$ cat src/rtl/mux_n_1_rr_pkg.sv
// Shared constants and helpers for the N:1 registered round-robin mux.
// Package name: mux_pkg.
package mux_pkg;

  localparam logic MODE_FIXED = 1'b0;
  localparam logic MODE_RR    = 1'b1;

  // Width of a channel index for n channels (at least one bit)
  function automatic int sel_width(input int n);
    return (n <= 1) ? 1 : $clog2(n);
  endfunction

endpackage

$ cat src/rtl/mux_n_1_rr_if.sv
// Producer/consumer handshake bundle for mux_n_1_rr.
// slave modport: the mux itself; master modport: the producers and consumer around it.
interface mux_n_1_rr_if
  import mux_pkg::*;
#(
  parameter int NUM_CH = 4,
  parameter int DATA_W = 8,
  localparam int SEL_W = sel_width(NUM_CH)
);

  logic [NUM_CH*DATA_W-1:0] in_data;
  logic [NUM_CH-1:0]        in_valid;
  logic [NUM_CH-1:0]        in_ready;
  logic                     mode;
  logic [SEL_W-1:0]         sel;
  logic [DATA_W-1:0]        out_data;
  logic [SEL_W-1:0]         out_ch;
  logic                     out_valid;
  logic                     out_ready;

  modport slave (
    input  in_data, in_valid, mode, sel, out_ready,
    output in_ready, out_data, out_ch, out_valid
  );

  modport master (
    output in_data, in_valid, mode, sel, out_ready,
    input  in_ready, out_data, out_ch, out_valid
  );

endinterface

$ cat src/rtl/mux_n_1_rr_arbiter.sv
// Round-robin request scanner: first requester at or after i_ptr, modulo NUM_CH.
// Only instantiated when MUX_N_1_RR_EN is defined.
module rr_arbiter
  import mux_pkg::*;
#(
  parameter int NUM_CH = 4,
  localparam int SEL_W = sel_width(NUM_CH)
) (
  input  logic [NUM_CH-1:0] i_req,
  input  logic [SEL_W-1:0]  i_ptr,
  output logic [NUM_CH-1:0] o_grant_oh,
  output logic [SEL_W-1:0]  o_grant_idx,
  output logic              o_grant_any
);

  // Scan ptr, ptr+1, ... with wrap; the first hit wins
  always_comb begin : p_scan
    int v_idx;
    v_idx       = 0;
    o_grant_oh  = '0;
    o_grant_idx = '0;
    o_grant_any = 1'b0;
    for (int k = 0; k < NUM_CH; k++) begin
      v_idx = (int'(i_ptr) + k) % NUM_CH;
      if (!o_grant_any && i_req[SEL_W'(v_idx)]) begin
        o_grant_any = 1'b1;
        o_grant_idx = SEL_W'(v_idx);
      end
    end
    if (o_grant_any) o_grant_oh[o_grant_idx] = 1'b1;
  end

endmodule

$ cat src/rtl/mux_n_1_rr.sv
// N-channel, W-bit registered mux with per-channel valid/ready and an output
// register with its own valid/ready. Fixed select always available; round-robin
// arbitration (and the ptr register) exists only when MUX_N_1_RR_EN is defined.
module mux_n_1_rr
  import mux_pkg::*;
#(
  parameter int NUM_CH = 4,
  parameter int DATA_W = 8,
  localparam int SEL_W = sel_width(NUM_CH)
) (
  input  logic        clk,
  input  logic        rst_n,
  mux_n_1_rr_if.slave bus
);

  logic              w_load_en;
  logic              w_xfer;
  logic              w_grant_any;
  logic [SEL_W-1:0]  w_grant_idx;
  logic [NUM_CH-1:0] w_grant_oh;
  logic [DATA_W-1:0] w_grant_data;
  logic              w_fix_any;
  logic [NUM_CH-1:0] w_fix_oh;

  logic [DATA_W-1:0] r_out_data;
  logic [SEL_W-1:0]  r_out_ch;
  logic              r_out_valid;

  // The register can take a word when empty or being drained this cycle
  assign w_load_en = !r_out_valid || bus.out_ready;

  // Fixed select: only an in-range channel that is valid gets the grant
  always_comb begin
    w_fix_any = 1'b0;
    w_fix_oh  = '0;
    if (int'(bus.sel) < NUM_CH) begin
      w_fix_any          = bus.in_valid[bus.sel];
      w_fix_oh[bus.sel]  = bus.in_valid[bus.sel];
    end
  end

`ifdef MUX_N_1_RR_EN
  logic [SEL_W-1:0]  r_ptr;
  logic [SEL_W-1:0]  w_rr_idx;
  logic [NUM_CH-1:0] w_rr_oh;
  logic              w_rr_any;
  logic              w_rr_active;

  assign w_rr_active = (bus.mode == MODE_RR);

  rr_arbiter #(.NUM_CH(NUM_CH)) u_rr_arbiter (
    .i_req       (bus.in_valid),
    .i_ptr       (r_ptr),
    .o_grant_oh  (w_rr_oh),
    .o_grant_idx (w_rr_idx),
    .o_grant_any (w_rr_any)
  );

  assign w_grant_any = w_rr_active ? w_rr_any : w_fix_any;
  assign w_grant_idx = w_rr_active ? w_rr_idx : bus.sel;
  assign w_grant_oh  = w_rr_active ? w_rr_oh  : w_fix_oh;

  // Pointer moves just past the winner, only on round-robin transfers
  always_ff @(posedge clk or negedge rst_n) begin
    if (!rst_n) begin
      r_ptr <= '0;
    end else if (w_xfer && w_rr_active) begin
      r_ptr <= (int'(w_grant_idx) == NUM_CH - 1) ? '0 : w_grant_idx + 1'b1;
    end
  end
`else
  logic w_unused_mode;
  assign w_unused_mode = bus.mode;

  assign w_grant_any = w_fix_any;
  assign w_grant_idx = bus.sel;
  assign w_grant_oh  = w_fix_oh;
`endif

  assign w_xfer = w_grant_any && w_load_en;

  // Ready goes only to the granted channel, and never while in reset
  assign bus.in_ready = w_grant_oh & {NUM_CH{w_load_en && rst_n}};

  // Pick the granted channel's word from the one-hot grant
  always_comb begin
    w_grant_data = '0;
    for (int i = 0; i < NUM_CH; i++) begin
      if (w_grant_oh[i]) w_grant_data = bus.in_data[i*DATA_W +: DATA_W];
    end
  end

  // Output register: load on transfer, empty on drain without a new word
  always_ff @(posedge clk or negedge rst_n) begin
    if (!rst_n) begin
      r_out_valid <= 1'b0;
      r_out_data  <= '0;
      r_out_ch    <= '0;
    end else if (w_xfer) begin
      r_out_valid <= 1'b1;
      r_out_data  <= w_grant_data;
      r_out_ch    <= w_grant_idx;
    end else if (w_load_en && bus.out_ready) begin
      r_out_valid <= 1'b0;
    end
  end

  assign bus.out_data  = r_out_data;
  assign bus.out_ch    = r_out_ch;
  assign bus.out_valid = r_out_valid;

endmodule

$ cat src/flat_wrapper.sv
// flat-port wrapper written by rule: the top's interface ports become plain ports
module mux_n_1_rr_flat import mux_pkg::*;
#(
  parameter int NUM_CH = 4,
  parameter int DATA_W = 8,
  localparam int SEL_W = sel_width(NUM_CH)
)
  (clk, rst_n, bus_in_data, bus_in_valid, bus_mode, bus_sel, bus_out_ready, bus_in_ready, bus_out_data, bus_out_ch, bus_out_valid);
  mux_n_1_rr_if #(.NUM_CH(NUM_CH), .DATA_W(DATA_W)) bus_i ();
  input  logic clk;
  input  logic rst_n;
  input wire logic [$bits(bus_i.in_data)-1:0] bus_in_data;
  input wire logic [$bits(bus_i.in_valid)-1:0] bus_in_valid;
  input wire logic [$bits(bus_i.mode)-1:0] bus_mode;
  input wire logic [$bits(bus_i.sel)-1:0] bus_sel;
  input wire logic [$bits(bus_i.out_ready)-1:0] bus_out_ready;
  output wire logic [$bits(bus_i.in_ready)-1:0] bus_in_ready;
  output wire logic [$bits(bus_i.out_data)-1:0] bus_out_data;
  output wire logic [$bits(bus_i.out_ch)-1:0] bus_out_ch;
  output wire logic [$bits(bus_i.out_valid)-1:0] bus_out_valid;
  assign bus_i.in_data = bus_in_data;
  assign bus_i.in_valid = bus_in_valid;
  assign bus_i.mode = bus_mode;
  assign bus_i.sel = bus_sel;
  assign bus_i.out_ready = bus_out_ready;
  assign bus_in_ready = bus_i.in_ready;
  assign bus_out_data = bus_i.out_data;
  assign bus_out_ch = bus_i.out_ch;
  assign bus_out_valid = bus_i.out_valid;
  mux_n_1_rr #(.NUM_CH(NUM_CH), .DATA_W(DATA_W)) u_core (.clk(clk), .rst_n(rst_n), .bus(bus_i));
endmodule
$ cat config.mk
export PLATFORM = sky130hd
export DESIGN_NAME = mux_n_1_rr_flat
export DESIGN_NICKNAME = d
export VERILOG_FILES = /design/src/rtl/mux_n_1_rr_pkg.sv /design/src/rtl/mux_n_1_rr_if.sv /design/src/rtl/mux_n_1_rr_arbiter.sv /design/src/rtl/mux_n_1_rr.sv /design/src/flat_wrapper.sv
export SDC_FILE = /design/constraint.sdc
export NUM_CORES = 1
export LEC_CHECK = 0
export CORE_UTILIZATION = 35
export DETAILED_ROUTE_END_ITERATION = 8
export PLACE_DENSITY = 0.93
export SLEW_MARGIN = 20
export SYNTH_ARGS = -nofsm -noshare
export SYNTH_HDL_FRONTEND = slang
export SYNTH_HIERARCHICAL = 1
export SYNTH_SLANG_ARGS = --single-unit
export TNS_END_PERCENT = 20
$ cat constraint.sdc
create_clock -name clk -period 2.5 [get_ports clk]
set_input_delay 0.5 -clock clk [delete_from_list [all_inputs] [get_ports clk]]
set_output_delay 0.5 -clock clk [all_outputs]
set_load 0.005 [all_outputs]
# Word-level counts from Yosys, hierarchy flattened
# Cells that the tools add are included.
# word_totals
input_bits	42
out_inout_bits	15
register_bits	11
# op_classes
n_reduce_logical	7
bitwise_logic	2
magnitude_cmp	2
n_mux	10
# op_table
cell	n
2-to-1 mux 8 bit	4
AND 4 bit	2
logical AND 1 bit	4
2-to-1 mux 1 bit	4
less-than comparator 2 x 3 -> 1 bit, second input constant	1
binary-select mux 1 bit (select 2 bit)	1
demux 1 bit (select 2 bit)	1
>= comparator 2 x 1 -> 1 bit, second input constant	1
nonzero test 2 bit	1
logical NOT 1 bit	1
logical OR 1 bit	1

# Longest topological paths before layout
# logic_depth
ltp_word	9
depth_mapped	7
mapped_depth_nobuf	4

# Least setup slack after synthesis
# Ideal clock, no wire load.
# synth_path
kind	input port to flip-flop
start	input bus_sel[0]
end	register u_core.r_out_ch[1], in the netlist u_core/bus.out_ch[1]
path_stages	5
n_path_buf	2
arrival_ns	1.656
setup_time_ns	0.125
slack_ns	0.719
cell_sequence	buf_6 mux4_2 and2_4 buf_6 mux2_4
# synth_between
elab_chain_len	3
# synth_rtl
item	line	source
start: declaration	flat_wrapper.sv:15	input wire logic [$bits(bus_i.sel)-1:0] bus_sel;
binary-select mux 1 bit (select 2 bit)	mux_n_1_rr.sv:37	w_fix_any = bus.in_valid[bus.sel];
2-to-1 mux 1 bit (implied by the code)	mux_n_1_rr.sv:37	
logical AND 1 bit	mux_n_1_rr.sv:80	assign w_xfer = w_grant_any && w_load_en;
end signal: assignment	mux_n_1_rr.sv:102	r_out_ch <= w_grant_idx;
end: declaration	mux_n_1_rr.sv:26	logic [SEL_W-1:0] r_out_ch;
# Every way passes these cells. The select of a mux whose other input is x is not followed.
# A chain may end at the register's enable or synchronous reset.

# Worst setup path in the final report
# layout_path
start	input bus_in_valid[0]
end	output bus_in_ready[0]
# layout_between
elab_chain_len	4
# layout_rtl
item	line	source
start: declaration	flat_wrapper.sv:13	input wire logic [$bits(bus_i.in_valid)-1:0] bus_in_valid;
binary-select mux 1 bit (select 2 bit)	mux_n_1_rr.sv:38	w_fix_oh[bus.sel] = bus.in_valid[bus.sel];
2-to-1 mux 1 bit (implied by the code)	mux_n_1_rr.sv:38	
AND 4 bit (no line)	-	
AND 4 bit	mux_n_1_rr.sv:83	assign bus.in_ready = w_grant_oh & {NUM_CH{w_load_en && rst_n}};
end: declaration	flat_wrapper.sv:17	output wire logic [$bits(bus_i.in_ready)-1:0] bus_in_ready;
# Every way passes these cells. The select of a mux whose other input is x is not followed.

==> flow_summary.toml <==
[clock_network]
ctsResizeCount = 0
clk_latency_ns = 0.26
path_clk_slew_ns = 0.08
numCtsBuffers = 3
cts-root-buf = "clkbuf_4"
post_cts.repair.setup_buffers = 0
cts-htree-levels = 1
clock_sinks = 11
cts_tree = "done"
cts_max_path_buffers = 2
hold_buffers = 0

[route]
wl_met1_mm = 1.10
antenna_left = 0
firstDrtPassIters = 4
routed_via_density = 5.47
wl_met2_mm = 1.39
wl_per_cell_um = 15.5
vias = 996
maxUsedRoutingLayer = "met4"
first_iter_violations = 25
route.detailed.drc = 0
wl_met3_um = 272
wl_mm = 2.83

[logic_synthesis]
yosys_warnings = 6
yosysTopAreaCell = "dfrtp_1"
seq_area_frac_synth_pct = 35.6
synthTopCellsByArea = "dfrtp_1 36%, nand2_1 14%, a32o_1 10%, a31oi_1 6.5%, o21ai_0 5.2%"
syn-num-nets = 137
synth_top_family_by_area = "simple AND/OR/NAND/NOR gates"
synth_area_sq_um = 773
syn_inst = 95
synth_xor_area_share_pct = 0
avgSynthCellArea_sq_um = 8.14
ys_types = 21
synth_compound_area_share_pct = 22.8
synthAdderAreaFrac_pct = 0
synth_mux_area_share_pct = 6.15
synthSimpleGateAreaFrac_pct = 28.2
synth_top_area_share_pct = 35.6
synth-seq-cells = 11

[layout]
num-fill-cells = 164
nets = 198
postLayoutCoreUtil_pct = 69.2
layout-drive-gt1-share_pct = 10.3
area_growth_pct = 80.9
n_antenna_cell = 0

[sta]
rsz0062_at_grt = "no"
slew_headroom_pct = 81.8
worst_slew_pin_slew_ns = 0.273
hold_viol_final = 0
slew_viol_final = 0
tns_ns = 0
fin_skew_ns = 0.00465
fmax_ghz = 0.423
post-route-min-period_ns = 2.37
worst_slack_ns = 0.134
finalSetupViolations = 0
finalCritPeriodShare_pct = 94.6

[pwr]
fin_total_pwr_mw = 0.635
p_per_area_mw_per_mm2 = 454
leakage_nw = 0.561
ir_worst_vdd_mv = 0.304

[critical_path]
required_ns = 2.00
cp-end-kind = "output port"
crit_fanout = 2
criticalPathCategory = "in -> out"
critPathArrivalTime_ns = 1.87
worstSetupStartpointType = "input pin"

[floorplan]
initial_core_util_pct = 38.2
rows = 16
io_pins = 57
die_area_sq_mm = 0.00240
die_x_um = 49
core-area_sq_mm = 0.00202
fp.dieH_um = 49

[placed_design]
portBuffers = 55
gp_congestion = 0.773
place_ws_ns = 0.0614
dpl.hpwl_mm = 2.22

[status]
status = "completed"

[hold_path]
hold_path.class = "reg -> reg"

[global_routing]
grt_usage_pct = 25.7
grt_max_degree = 19
overflow = 0
grt_pass1_vias = 1021
grt_pass1_wl_mm = 4.74
antenna_found_initial = 0

[job]
cap_violations = 0
## flip-flops by register name, indices dropped and copies added, names as in the netlist
register / flops
u_core/bus.out_ch: 2
u_core/bus.out_data: 8
u_core/bus.out_valid: 1
## metal layers
metal	vias to the layer above	global-route usage, %
met2	79	44.2
met5	-	0
met4	0	10.8
met3	8	3.74
met1	447	31.8
li1	462	-
## cells in the final DEF (no fill, tap or decap), drive strengths merged
master	count
clkdlybuf4s50	53
nand2	28
dfrtp	11
nor2	10
o21ai	8
a32o	8
a31oi	8
buf	8
clkbuf	4
nand2b	3
dlymetal6s2s	2
and3	2
and2	2
nand3b	1
and3b	1
nor3b	1
mux4	1
mux2	1
mux2i	1
inv	1
o22ai	1
## Yosys cell counts, drive strengths merged
cell type	count
a32o	8
clkbuf	4
nand2b	3
dfrtp	11
nor2	10
buf	3
nor3b	1
mux2i	1
o21ai	8
mux2	1
nand2	28
o22ai	1
inv	1
and3	2
and3b	1
mux4	1
a31oi	8
nand3b	1
and2	2
## worst max-delay path: stages
cell and delay [ns]:
clkdlybuf4s50_1 0.49, nor3b_2 0.20, and3_1 0.18, clkdlybuf4s50_1 0.49
## power breakdown
part	leakage (nW)	internal, mW	switching, mW	total (mW)
combinational	0.419	0.175	0.0977	0.272
clock	0.0150	0.0616	0.0620	0.124
sequential	0.127	0.217	0.0223	0.239
total	0.561	0.453	0.182	0.635
## layout make-up
cell class | count | area (sq um) | area share, %
clock buffers | 4 | 26.3 | 1.88
repair buffers | 63 | 616 | 44.0
multi-input cells | 76 | 444 | 31.8
inverters | 1 | 3.75 | 0.268
well taps | 27 | 33.8 | 2.42
flip-flops and latches | 11 | 275 | 19.7
## final timing paths
check	start	end	slack, ns	cells after the start
max reg2reg	u_core/bus.out_valid$_DFFE_PN0P_	u_core/bus.out_ch[1]$_DFFE_PN0P_	1.26	3
min	u_core/bus.out_ch[1]$_DFFE_PN0P_	u_core/bus.out_ch[1]$_DFFE_PN0P_	0.53	1
min in group asynchronous	rst_n	u_core/bus.out_ch[1]$_DFFE_PN0P_	0.66	2
min reg2reg	u_core/bus.out_ch[1]$_DFFE_PN0P_	u_core/bus.out_ch[1]$_DFFE_PN0P_	0.53	1
max in group asynchronous	rst_n	u_core/bus.out_data[2]$_DFFE_PN0P_	1.69	2
max	bus_in_valid[0]	bus_in_ready[0]	0.13	4
## cells by family (layout without fill, tap and decap cells)
family                 after synthesis  after routing
multiplexers                         3              3
AO/OA/AOI/OAI                       25             25
AND/OR/NAND/NOR                     48             48
flip-flops                          11             11
buffers and inverters                8             68
## metrics by stage
| stage | cells | cell area, sq um | hold WS, ns |
|---|---|---|---|
| 2_1_floorplan | 95 | 773 | 0.204 |
| 3_3_place_gp | 178 | 1370 | 0.494 |
| 3_5_place_dp | 178 | 1370 | 0.519 |
| 4_1_cts | 182 | 1390 | 0.531 |
| 5_1_grt | 182 | 1400 | 0.553 |
| 6_report | 182 | 1400 | 0.532 |
Note: power is estimated with default switching activity, not from simulation.
